<file path="config.mk">
export PLATFORM = sky130hd
export DESIGN_NAME = change_dispenser
export DESIGN_NICKNAME = d
export VERILOG_FILES = /design/src/rtl/change_dispenser.sv
export SDC_FILE = /design/constraint.sdc
export NUM_CORES = 1
export LEC_CHECK = 0
export ABC_AREA = 1
export CORE_ASPECT_RATIO = 0.7
export CORE_MARGIN = 3
export CORE_UTILIZATION = 30
export CTS_BUF_LIST = sky130_fd_sc_hd__clkbuf_16
export DETAILED_ROUTE_END_ITERATION = 6
export SLEW_MARGIN = 20
export SYNTH_ARGS = -nofsm -noshare
export SYNTH_HDL_FRONTEND = slang
export SYNTH_SLANG_ARGS = --single-unit
</file>
<file path="constraint.sdc">
create_clock -name clk -period 6.7 [get_ports clk]
set_input_delay 1.675 -clock clk [delete_from_list [all_inputs] [get_ports clk]]
set_output_delay 1.675 -clock clk [all_outputs]
set_load 0.01 [all_outputs]
</file>
<file path="src/rtl/change_dispenser.sv">
// -----------------------------------------------------------------------------
// change_dispenser
//
// Pays out an overpayment after a sale using $10, $5 and $1 coins. The largest
// coin that fits the remaining amount and is in stock is always chosen. Each
// coin is ejected by a timed solenoid pulse. The block keeps a count of the
// coins in stock for each denomination.
//
// Ports
//   clk          in   clock, rising edge
//   reset        in   asynchronous, active-low
//   start        in   request payout of change_amt (sampled only when idle)
//   change_amt   in   [7:0] dollars to return
//   restock      in   pulse: add one coin of restock_sel
//   restock_sel  in   [1:0] 0=$1, 1=$5, 2=$10, 3=ignored
//   busy         out  payout in progress (through the done cycle)
//   done         out  one-cycle pulse at end of payout
//   short        out  with done, held until next start: payout incomplete
//   eject_10/5/1 out  ejector solenoid drives (registered, never overlap)
//   remaining    out  [7:0] dollars still owed
//   inv_10/5/1   out  [INV_W-1:0] coin inventories
// -----------------------------------------------------------------------------
module change_dispenser #(
  parameter int PULSE_CYCLES = 4,
  parameter int GAP_CYCLES   = 2,
  parameter int INV_W        = 6,
  parameter int INIT_10      = 8,
  parameter int INIT_5       = 8,
  parameter int INIT_1       = 16
) (
  input  logic             clk,
  input  logic             reset,
  input  logic             start,
  input  logic [7:0]       change_amt,
  input  logic             restock,
  input  logic [1:0]       restock_sel,
  output logic             busy,
  output logic             done,
  output logic             short,
  output logic             eject_10,
  output logic             eject_5,
  output logic             eject_1,
  output logic [7:0]       remaining,
  output logic [INV_W-1:0] inv_10,
  output logic [INV_W-1:0] inv_5,
  output logic [INV_W-1:0] inv_1
);

  localparam int CNT_MAX = (PULSE_CYCLES > GAP_CYCLES) ? PULSE_CYCLES : GAP_CYCLES;
  localparam int CNT_W   = $clog2(CNT_MAX + 1);

  typedef enum logic [2:0] {
    IDLE   = 3'd0,
    SELECT = 3'd1,
    PULSE  = 3'd2,
    GAP    = 3'd3,
    DONE   = 3'd4
  } state_t;

  state_t           state_reg, state_next;
  logic [CNT_W-1:0] cnt_reg, cnt_next;
  logic [7:0]       remaining_reg, remaining_next;
  logic             short_reg, short_next;
  // One-hot coin choice, bit 2 = $10, bit 1 = $5, bit 0 = $1 (same order as inv_reg).
  logic [2:0]       sel_reg, sel_next;
  logic             busy_reg, busy_next;
  logic             done_reg, done_next;
  logic [2:0]       eject_reg, eject_next;

  logic [INV_W-1:0] inv_reg [3];   // index 0=$1, 1=$5, 2=$10 (matches restock_sel)

  logic [2:0]       pick;
  logic [7:0]       coin_val;

  // Greedy choice: largest denomination that fits and is in stock.
  always_comb begin
    pick     = 3'b000;
    coin_val = 8'd0;
    if (remaining_reg >= 8'd10 && inv_reg[2] != '0) begin
      pick     = 3'b100;
      coin_val = 8'd10;
    end else if (remaining_reg >= 8'd5 && inv_reg[1] != '0) begin
      pick     = 3'b010;
      coin_val = 8'd5;
    end else if (remaining_reg != 8'd0 && inv_reg[0] != '0) begin
      pick     = 3'b001;
      coin_val = 8'd1;
    end
  end

  // Next-state and next-output logic.
  always_comb begin
    state_next     = state_reg;
    cnt_next       = cnt_reg;
    remaining_next = remaining_reg;
    short_next     = short_reg;
    sel_next       = sel_reg;

    case (state_reg)
      IDLE: begin
        if (start) begin
          remaining_next = change_amt;
          short_next     = 1'b0;
          state_next     = SELECT;
        end
      end
      SELECT: begin
        cnt_next = '0;
        if (pick != 3'b000) begin
          remaining_next = remaining_reg - coin_val;
          sel_next       = pick;
          state_next     = PULSE;
        end else begin
          // Nothing payable: either finished or out of suitable coins.
          short_next = (remaining_reg != 8'd0);
          state_next = DONE;
        end
      end
      PULSE: begin
        if (cnt_reg == CNT_W'(PULSE_CYCLES - 1)) begin
          cnt_next   = '0;
          state_next = GAP;
        end else begin
          cnt_next = cnt_reg + 1'b1;
        end
      end
      GAP: begin
        if (cnt_reg == CNT_W'(GAP_CYCLES - 1)) begin
          cnt_next   = '0;
          state_next = SELECT;
        end else begin
          cnt_next = cnt_reg + 1'b1;
        end
      end
      DONE: begin
        state_next = IDLE;
      end
      default: begin
        state_next = IDLE;
      end
    endcase

    // Outputs are decoded from the next state and registered, so they line
    // up with the state they describe and cannot glitch.
    busy_next  = (state_next != IDLE);
    done_next  = (state_next == DONE);
    eject_next = (state_next == PULSE) ? sel_next : 3'b000;
  end

  always_ff @(posedge clk or negedge reset) begin
    if (!reset) begin
      state_reg     <= IDLE;
      cnt_reg       <= '0;
      remaining_reg <= 8'd0;
      short_reg     <= 1'b0;
      sel_reg       <= 3'b000;
      busy_reg      <= 1'b0;
      done_reg      <= 1'b0;
      eject_reg     <= 3'b000;
    end else begin
      state_reg     <= state_next;
      cnt_reg       <= cnt_next;
      remaining_reg <= remaining_next;
      short_reg     <= short_next;
      sel_reg       <= sel_next;
      busy_reg      <= busy_next;
      done_reg      <= done_next;
      eject_reg     <= eject_next;
    end
  end

  // Per-denomination inventory. A restock into a full counter is dropped
  // before it is combined with any decrement, so full + restock + payout
  // lands at max-1.
  generate
    for (genvar gi = 0; gi < 3; gi++) begin : g_inv
      localparam logic [INV_W-1:0] INIT_VAL =
        (gi == 2) ? INV_W'(INIT_10) : (gi == 1) ? INV_W'(INIT_5) : INV_W'(INIT_1);

      logic dec;
      logic inc;

      assign dec = (state_reg == SELECT) && pick[gi];
      assign inc = restock && (restock_sel == 2'(gi)) && (inv_reg[gi] != '1);

      always_ff @(posedge clk or negedge reset) begin
        if (!reset) begin
          inv_reg[gi] <= INIT_VAL;
        end else if (inc && !dec) begin
          inv_reg[gi] <= inv_reg[gi] + 1'b1;
        end else if (dec && !inc) begin
          inv_reg[gi] <= inv_reg[gi] - 1'b1;
        end
      end
    end
  endgenerate

  assign busy      = busy_reg;
  assign done      = done_reg;
  assign short     = short_reg;
  assign eject_10  = eject_reg[2];
  assign eject_5   = eject_reg[1];
  assign eject_1   = eject_reg[0];
  assign remaining = remaining_reg;
  assign inv_10    = inv_reg[2];
  assign inv_5     = inv_reg[1];
  assign inv_1     = inv_reg[0];

endmodule

</file>
Word level (Yosys, flattened, before mapping)
Index checks and enable logic that the tools add are counted.
{"block": "classes", "addsub": 8, "magnitude_cmp": 2, "eq_ne": 15, "n_reduce_logical": 39, "muxes": 29}
{"cell": "$mux 3", "n": 12}
{"cell": "$mux 6", "n": 6}
{"cell": "$mux 8", "n": 3}
{"cell": "$add 6x1->6 const B", "n": 3}
{"cell": "$logic_and 1x1->1", "n": 18}
{"cell": "$ne 6x6->1 const B", "n": 3}
{"cell": "$reduce_bool 6->1", "n": 3}
{"cell": "$sub 6x1->6 const B", "n": 3}
{"cell": "$pmux 8 s2", "n": 1}
{"cell": "$eq 3x2->1 const B", "n": 4}
{"cell": "$pmux 3 s4", "n": 1}
{"cell": "$pmux 3 s3", "n": 1}
{"cell": "$reduce_bool 3->1", "n": 3}
{"cell": "$ge 8x3->1 const B", "n": 1}
{"cell": "$ge 8x4->1 const B", "n": 1}
{"cell": "$reduce_bool 2->1", "n": 4}
{"cell": "$reduce_bool 8->1", "n": 1}
{"cell": "$sub 8x8->8", "n": 1}
{"cell": "$eq 3x1->1 const B", "n": 2}
{"cell": "$logic_not 1->1", "n": 6}
{"cell": "$ne 2x2->1 const B", "n": 3}
{"cell": "$reduce_and 3->1", "n": 2}
{"cell": "$mux 1", "n": 4}
{"cell": "$add 3x1->3 const B", "n": 1}
{"cell": "other kinds (6)", "n": 6}
{"block": "totals", "output_inout_bits": 32, "inputBits": 14, "register_bits": 41}

Longest topological paths before layout
Gate-level depths: netlist of the first run.
{"block": "logic_depth", "word_depth": 10, "ltp_mapped": 18, "ltp_nobuf": 18}

Worst setup path after synthesis of the first run
OpenSTA, ideal clock, no wires.
{"block": "synth_timing", "path_type": "input port to flip-flop", "from": "input port restock_sel[0]", "to": "register inv_reg, in the netlist inv_10[5]", "path_buffers": 0, "path_stages": 12, "path_slack_ns": 3.440, "arrival_time_ns": 3.195, "cell_sequence": "inv_1 -> nand3_1 -> a31oi_1 -> ha_1 -> inv_1 -> ha_1 -> a21oi_1 -> o21ai_0 -> a21oi_1 -> xor2_1 -> nand2_1 -> nand2_1"}
{"block": "synth_via", "elab_chain_len": 6, "elab_cells_between_ends": 8, "cone_classes": "eq/ne: 1; mux: 1; reduce/logical: 6"}
{"element": "from (decl)", "line_no": "36", "text": "input logic [1:0] restock_sel,"}
{"element": "$eq 2x2->1 (*)", "line_no": "184", "text": "assign inc = restock && (restock_sel == 2'(gi)) && (inv_reg[gi] != '1);"}
{"element": "$logic_and 1x1->1 (*) (2 in a row)", "line_no": "184"}
{"element": "$logic_not 1->1", "line_no": "191", "text": "end else if (dec && !inc) begin"}
{"element": "$logic_and 1x1->1", "line_no": "191"}
{"element": "$reduce_bool 2->1 (no source line)"}
{"element": "to (signal, indexed assignment)", "line_no": "190", "text": "inv_reg[gi] <= inv_reg[gi] + 1'b1;"}
{"element": "to (signal, indexed assignment)", "line_no": "192", "text": "inv_reg[gi] <= inv_reg[gi] - 1'b1;"}
{"element": "to (decl)", "line_no": "70", "text": "logic [INV_W-1:0] inv_reg [3];"}
Every way passes the cells marked *; elsewhere a longest branch is shown, timed or not.
A chain may end at the register's enable or synchronous reset.

Worst setup path after layout of the first run
{"block": "layout_timing", "from": "input port restock", "to": "register inv_reg, in the netlist inv_10[5]"}
{"block": "layout_via", "elab_chain_len": 5, "elab_cells_between_ends": 7, "cone_classes": "mux: 1; reduce/logical: 6"}
{"element": "from (decl)", "line_no": "35", "text": "input logic restock,"}
{"element": "$logic_and 1x1->1 (*) (2 in a row)", "line_no": "184"}
{"element": "$logic_not 1->1", "line_no": "191"}
{"element": "$logic_and 1x1->1", "line_no": "191"}
{"element": "$reduce_bool 2->1 (no source line)"}
Marks and branches as above.

==> results.toml, run 1 <==
[synthesis]
syn_nets = 396
synth-seq-cells = 41
syn_area_sq_um = 2780
yosysWarningCount = 0
avgSynthCellArea_sq_um = 7.85
async_reset_ff_share_pct = 100
synth_seq_area_share_pct = 37.1
ys.flop_type = "dfrtp_1"
yosysUniqueCellTypes = 32
synthCells = 354
synth-edff-count = 0

[clock_network]
cts_buffer_depth = 2
cts_root_buf = "clkbuf_16"
clock_sink_count = 41
post_cts_buffers = 0
clk_pin_slew_ns = 0.06
clk_latency_ns = 0.28
cts_tree = "done"
numCtsBuffers = 5
cts_resized = 0
ctsHoldBuffers = 0
cts_max_level = 2

[critical_path]
cp_cell_sequence = "clkdlybuf4s50_1 > nand3_1 > a31oi_1 > ha_1 > inv_1 > ha_1 > a21oi_1 > o21ai_0 > a21oi_1 > xor2_1 > nand2_1 > nand2_1"
reg2reg_slack_ns = 3.66
path_class = "in -> reg"
crit_fanout = 4
endpoint_kind = "register"
worstSetupStartpointType = "input port"
path_buf_inv = 2
cp_top_family = "buffers and inverters"
crit_path_top_delay_cell = "clkdlybuf4s50_1"
arrival_ns = 3.92
max_stage_delay_ns = 0.49
cp.required_ns = 6.92

[floorplanning]
placement_rows = 28
pin_count = 46
die_h_microns = 86.5
die_w_microns = 121
coreArea_sq_um = 8720
die_area_sq_um = 10500
initial_core_util_pct = 31.9

[cells_and_area]
fill_cells = 878
drive_gt1_share_pct = 6.47
layout_common_cells = "nand2_1, inv_1, clkdlybuf4s50_1, dfrtp_1, nor2_1"
diodes = 0
area_growth_pct = 26.5
final_util_pct = 40.3
stdcell_count = 522
final_common_cell = "nand2_1"
nets = 443
largest_reg_flops = 8

[route]
avgViaCountPerCell = 4.60
first_iter_violations = 89
firstDrtPassIters = 4
wl_mm = 6.51
vias = 2403
wl_per_cell_microns = 12.5
drc = 0
antenna_left = 0

[global_routing]
overflow = 0
first_global_vias = 2422
grt_pass1_wl_mm = 11.2
antenna_found_initial = 0
track_usage_pct = 13.1
grt_max_degree = 42

[timing]
skew_ns = 0.00406
worst_pin_slew_ns = 0.932
slew_headroom_pct = 37.9
timing.hold.ws_ns = 0.478
timing_hold_violations_final = 0
timing.final.crit_share_pct = 55.2
setup_viol = 0
max_clock_freq_ghz = 0.271
finalMaxSlewViolations = 0
layout_min_cycle_time_ns = 3.70
rsz0062_at_grt = "no"
setup_tns_ns = 0

[place]
gp_congestion = 0.865
io_buffers = 45
placedCellCount = 514
dp_hpwl_mm = 4.99

[run_status]
outcome = "complete, no violations"

[power_and_ir_drop]
p_per_area_nw_per_um2 = 512
total_power_uw = 1800
ir_drop_mv = 0.228
leakage_uw = 0.00170

[worst_hold_path]
hold_class = "reg -> reg"

[job]
cap_violations = 0
power breakdown:
part           internal (uW)  leakage (uW)  total, uW  switching, uW
logic                    462       0.00112       1020            560
registers                364      0.000504        503            139
clock network            175     0.0000775        274           99.9
total                   1000       0.00170       1800            799
per-layer routing:
layer	share of wire, %	up-vias	global-route usage, %
met2	44	38	20.6
met1	51	1120	18.8
li1	-	1243	-
met5	0	-	0
met4	0.35	0	2.06
met3	4.8	2	3.33
cells in the mapped netlist (6+ instances only):
| cell type | count | area, sq um |
|---|---|---|
| inv_1 | 52 | 195 |
| o21ai_2 | 8 | 70.1 |
| nand2_1 | 82 | 308 |
| dfrtp_1 | 38 | 951 |
| a21oi_1 | 19 | 95.1 |
| xor2_1 | 8 | 70.1 |
| o21ai_0 | 19 | 95.1 |
| ha_1 | 24 | 300 |
| xnor2_1 | 7 | 61.3 |
| nor2_1 | 31 | 116 |
| nand3_1 | 18 | 90.1 |
| nand4_1 | 6 | 37.5 |
cell type report:
class,instances,area (sq um),share of cell area [%]
Multi-Input combinational cell,255,1520,43.4
Sequential cell,41,1030,29.3
Timing Repair Buffer,45,445,12.7
Inverter,53,199,5.66
Tap cell,120,150,4.27
Clock buffer,5,125,3.56
Clock inverter,3,41.3,1.17
metrics by stage:
step / setup WS [ns] / cell area [sq um]
floorplan: 3.44 / 2780
global placement: 2.83 / 3350
detailed placement: 2.74 / 3350
CTS: 3.01 / 3510
global route: 2.76 / 3510
finish: 3.00 / 3510
worst paths after layout:
check | cells past startpoint | from | to
max in group asynchronous | 1 | reset | inv_10[0]
min in group asynchronous | 1 | reset | inv_5[0]
hold reg to reg | 2 | sel_reg[1] | sel_reg[1]
setup / recovery | 12 | restock | inv_10[5]
hold / removal | 2 | sel_reg[1] | sel_reg[1]
setup reg to reg | 13 | state_reg[2] | inv_1[3]
tightest hold or removal path, delay by kind of cell, from the launching register on:
kind            cells  cell delay, ns
flops               1            0.32
buf+inv             1            0.05
compound gates      1            0.07
logic make-up (layout without fill, tap and decap cells):
group | count (synthesis) | after routing | synth area share, %
AOI/OAI and AO/OA | 62 | 62 | 13.3
xor gates and xnor gates | 15 | 15 | 4.73
adders and majority gates | 28 | 28 | 13.7
buffers and inverters | 58 | 106 | 8.10
DFF | 41 | 41 | 37.1
and+or+nand+nor | 150 | 150 | 23.1
(Power assumes the default switching activity.)
==> run 2: changes to the inputs <==
==> constraint.sdc (replaced) <==
create_clock -name clk -period 3 [get_ports clk]
set_input_delay 0.75 -clock clk [delete_from_list [all_inputs] [get_ports clk]]
set_output_delay 0.75 -clock clk [all_outputs]
set_load 0.01 [all_outputs]
==> results.toml, run 2 (synthesis results as in run 1) <==
[cells_and_area]
fill_cells = 882
diodes = 0
final_common_cell = "nand2_1"
area_growth_pct = 27.9
final_cell_area_sq_um = 3550
drive_gt1_share_pct = 7.64
largest_reg_flops = 8
nets = 447
layout_common_cells = "nand2_1, inv_1, clkdlybuf4s50_1, dfrtp_1, nor2_1"

[critical_path]
arrival_ns = 2.91
reg2reg_to = "inv_1[5]"
crit_path_top_delay_cell = "clkdlybuf4s50_1"
reg2reg_slack_ns = 0.32
cp_top_family = "compound AO/OA/AOI/OAI gates"
cp.required_ns = 3.22
crit_cells = 12
endpoint_kind = "register"
path_class = "in -> reg"
worstSetupStartpointType = "input port"
reg2reg_depth = 14
crit_fanout = 4
cp_cell_sequence = "clkdlybuf4s50_1 > nand3_1 > a31oi_1 > ha_1 > inv_1 > ha_1 > a21oi_1 > o21ai_0 > a21oi_1 > xor2_1 > nand2_1 > nand2_1"
r2r-start = "remaining[4]"
max_stage_delay_ns = 0.49
path_buf_inv = 2

[worst_hold_path]
hold_class = "reg -> reg"
holdPathEnd = "sel_reg[0]"
worstHoldStart = "sel_reg[0]"
hold_depth = 2

[timing]
worst_pin_slew_ns = 0.927
rsz0062_at_grt = "no"
setup_tns_ns = 0
setup_viol = 0
finalMaxSlewViolations = 0
max_clock_freq_ghz = 0.372
layout_min_cycle_time_ns = 2.69
worst_slack_ns = 0.311
timing.final.crit_share_pct = 89.6
slew_headroom_pct = 38.2
timing_hold_violations_final = 0
skew_ns = 0.00460
timing.hold.ws_ns = 0.481

[clock_network]
clock_sink_count = 41
numCtsBuffers = 5
clk_pin_slew_ns = 0.06
cts_tree = "done"
ctsHoldBuffers = 0
clk_latency_ns = 0.28
cts_root_buf = "clkbuf_16"
cts_buffer_depth = 2
post_cts_buffers = 0
cts_max_level = 2

[route]
first_iter_violations = 127
firstDrtPassIters = 4
vias = 2410
avgViaCountPerCell = 4.58
wl_per_cell_microns = 12.5
antenna_left = 0
wl_mm = 6.58
drc = 0

[place]
pre_cts_slack_ns = 0.0260
dp_hpwl_mm = 5.06
io_buffers = 45
placed_area_sq_um = 3380
gp_congestion = 0.903

[global_routing]
track_usage_pct = 13.5
antenna_found_initial = 0
overflow = 0
first_global_vias = 2365
grt_pass1_wl_mm = 11.4
grt_max_degree = 42

[job]
cap_violations = 0

[power_and_ir_drop]
ir_drop_mv = 0.377
p_per_area_nw_per_um2 = 1140
leakage_uw = 0.00172

[floorplanning]
initial_core_util_pct = 31.9
die_h_microns = 86.5
die_area_sq_um = 10500
placement_rows = 28
pin_count = 46
die_w_microns = 121
coreArea_sq_um = 8720

[run_status]
outcome = "complete, no violations"
[run 2: changes by cell type in the layout (fill, tap and decap cells not counted)]
| cell | before | now |
|---|---|---|
| buf_4 | 0 | 4 |
| a21oi_1 | 19 | 18 |
| a21oi_2 | 0 | 1 |
| nand2_2 | 1 | 0 |
| nand2_4 | 2 | 3 |
| o21ai_0 | 19 | 18 |
| o21ai_1 | 1 | 2 |
[run 2: routing by layer]
metal,global-route usage (%),routed length (microns),vias up
met5,0,0,-
met4,2.47,38,0
met3,3.46,319,4
met2,20.7,2820,48
met1,19.4,3410,1110
li1,-,-,1248
[run 2: per-stage QoR]
step           total power, uW  utilization [%]  instances
2_1_floorplan             2630                -        354
3_3_place_gp              3410             38.7        518
3_5_place_dp              3450             38.7        518
4_1_cts                   4090             40.6        526
5_1_grt                   4510             40.7        526
6_report                  4070             40.7        526
[run 2: layout make-up]
type	count	area (sq um)	area share, %
timing repair buffer	49	475	13.4
tap	120	150	4.23
clock inverter	3	41.3	1.16
clock buffer	5	125	3.52
multi-input combinational	255	1530	43.1
inverter	53	199	5.60
sequential	41	1030	29.0
[run 2: timing repair]
action,in CTS,in global routing
resized for setup,0,3
endpoints found under the setup margin,0,3
endpoints found under the hold margin,0,0
[run 2: worst register-to-register path, delay by kind of cell, from the launching register on]
| family | cells | cell delay [ns] |
|---|---|---|
| adder cells (fa/ha/maj) | 2 | 0.55 |
| XOR/XNOR | 1 | 0.16 |
| flip-flops | 1 | 0.44 |
| AO/OA/AOI/OAI | 3 | 0.52 |
| buffers and inverters | 2 | 0.24 |
| AND/OR/NAND/NOR | 6 | 0.67 |
[run 2: power breakdown]
group | switching, uW | total [uW] | internal, uW | leakage, uW
Sequential | 300 | 1110 | 814 | 0.000504
Clock | 223 | 613 | 390 | 0.0000775
Combinational | 1280 | 2340 | 1060 | 0.00114
Total | 1800 | 4070 | 2270 | 0.00172
[run 2: how the worst max path moves through the flow]
stage	startpoint	to	slack (ns)
2_1_floorplan	remaining[1]	inv_5[5]	0.63
3_3_place_gp	restock	inv_1[5]	0.12
3_5_place_dp	restock	inv_10[5]	0.03
4_1_cts	remaining[1]	inv_1[5]	0.25
5_1_grt	remaining[1]	inv_1[4]	0.01
6_report	restock	inv_10[5]	0.31
==> run 3: changes to the inputs <==
--- a/config.mk
+++ b/config.mk
@@ -8,7 +8,7 @@
 export ABC_AREA = 1
 export CORE_ASPECT_RATIO = 0.7
 export CORE_MARGIN = 3
-export CORE_UTILIZATION = 30
+export CORE_UTILIZATION = 29
 export CTS_BUF_LIST = sky130_fd_sc_hd__clkbuf_16
 export DETAILED_ROUTE_END_ITERATION = 6
 export SLEW_MARGIN = 20
==> constraint.sdc (replaced) <==
create_clock -name clk -period 3 [get_ports clk]
set_input_delay 0.9 -clock clk [delete_from_list [all_inputs] [get_ports clk]]
set_output_delay 0.9 -clock clk [all_outputs]
set_load 0.01 [all_outputs]
==> results.toml, run 3 (synthesis results as in run 1) <==
[power_and_ir_drop]
clockPowerShare_pct = 16.7
total_power_uw = 4230
swShare_pct = 43.1
internal-power_uw = 2410
p_comb_share_pct = 57.0
p_seq_share_pct = 26.3
p_per_area_nw_per_um2 = 1160
ir_drop_mv = 0.439
p_sw_uw = 1830
leakage_uw = 0.00178

[timing]
timing.final.crit_share_pct = 95.1
rsz0062_at_grt = "no"
timing_hold_violations_final = 0
layout_min_cycle_time_ns = 2.85
finalMaxSlewViolations = 0
setup_viol = 0
slew_headroom_pct = 66.9
worst_pin_slew_ns = 0.496
timing.hold.ws_ns = 0.478
max_clock_freq_ghz = 0.351
skew_ns = 0.0113

[clock_network]
clock_sink_count = 41
numCtsBuffers = 5
clk_pin_slew_ns = 0.07
clk_latency_ns = 0.29
post_cts_buffers = 0
cts_root_buf = "clkbuf_16"
ctsHoldBuffers = 0
cts_max_level = 2
cts_tree = "done"
cts_buffer_depth = 2
cts_resized = 0

[worst_hold_path]
worstHoldStart = "sel_reg[2]"
hold_depth = 2
holdPathEnd = "sel_reg[2]"
hold_class = "reg -> reg"

[floorplanning]
initial_core_util_pct = 30.3
pin_count = 46
die_h_microns = 87.9
coreArea_sq_um = 9180
die_w_microns = 123
die_area_sq_um = 10800
placement_rows = 29

[critical_path]
path_class = "in -> reg"
worstSetupStartpointType = "input port"
cp.required_ns = 3.18
cp_top_family = "buffers and inverters"
r2r-start = "remaining[1]"
reg2reg_depth = 14
crit_fanout = 5
arrival_ns = 3.03
reg2reg_to = "inv_5[5]"
max_stage_delay_ns = 0.51
path_buf_inv = 2
cp_cell_sequence = "clkdlybuf4s50_1 > nand3_1 > a31oi_1 > ha_1 > inv_1 > ha_1 > a21oi_1 > o211ai_1 > xor2_1 > nand2_1 > nand2_1"
endpoint_kind = "register"
crit_path_top_delay_cell = "clkdlybuf4s50_1"
reg2reg_slack_ns = 0.31

[route]
wl_mm = 6.76
avgViaCountPerCell = 4.61
firstDrtPassIters = 4
first_iter_violations = 148
vias = 2486
antenna_left = 0
drc = 0
wl_per_cell_microns = 12.5

[cells_and_area]
drive_gt1_share_pct = 10.4
largest_reg_flops = 8
final_util_pct = 39.9
area_growth_pct = 31.7
stdcell_count = 539
diodes = 0
nets = 456
final_common_cell = "nand2_1"
layout_common_cells = "nand2_1, inv_1, clkdlybuf4s50_1, dfrtp_1, nor2_1"

[run_status]
outcome = "complete, no violations"

[global_routing]
first_global_vias = 2394
overflow = 0
antenna_found_initial = 0
grt_pass1_wl_mm = 11.7
track_usage_pct = 13.4
grt_max_degree = 22

[place]
dp_hpwl_mm = 5.32
gp_congestion = 0.850
placedCellCount = 531
io_buffers = 45

[job]
cap_violations = 0
==> run 3: metrics by stage <==
stage / setup WS (ns) / setup TNS (ns) / area, sq um
2_1_floorplan: 0.515 / 0 / 2780
3_3_place_gp: -0.0329 / -0.0743 / 3450
3_5_place_dp: -0.117 / -0.405 / 3450
4_1_cts: 0.148 / 0 / 3640
5_1_grt: 0.00403 / 0 / 3660
6_report: 0.148 / 0 / 3660
==> run 3: final cells by class <==
class	count	area (sq um)
fill	936	5520
multi-input combinational	255	1540
sequential	41	1030
timing repair buffer	58	543
inverter	53	199
tap	124	155
clock buffer	5	125
clock inverter	3	68.8
==> run 3: power groups by stage <==
stage / registers, uW / clock network [uW] / logic, uW
CTS: 1120 / 721 / 2410
global route: 1160 / 749 / 2750
finish: 1110 / 707 / 2410
floorplan: 1140 / 0 / 1480
detailed placement: 1120 / 0 / 2400
global placement: 1120 / 0 / 2330
==> run 3: per-layer routing <==
layer  vias up  track usage, %  part of all wire (%)
met5         -               0                     0
met4         0            2.41                  0.53
met3         4            2.97                   4.0
met2        44            20.6                    43
met1      1170            19.7                    53
li1       1268               -                     -
==> run 3: worst reg2reg max path, stage by stage (launching register included) <==
cell and delay [ns]:
dfrtp_1 0.47, o21ai_0 0.19, nand3_1 0.14, nand2_4 0.15
nand2_1 0.11, nor2_1 0.14, inv_1 0.06, ha_1 0.18
inv_1 0.15, ha_1 0.32, a21oi_1 0.25, o211ai_1 0.14
xor2_1 0.16, nand2_1 0.07, nand2_1 0.04
==> run 3: how the worst max path moves through the flow <==
stage / slack (ns) / from / to / cells past startpoint
floorplan: 0.51 / restock_sel[0] / inv_10[5] / 12
global placement: -0.03 / restock / inv_5[4] / 11
detailed placement: -0.12 / restock / inv_5[5] / 11
CTS: 0.15 / restock / inv_5[5] / 11
global route: 0.004 / restock_sel[0] / inv_10[5] / 13
finish: 0.15 / restock / inv_5[5] / 11
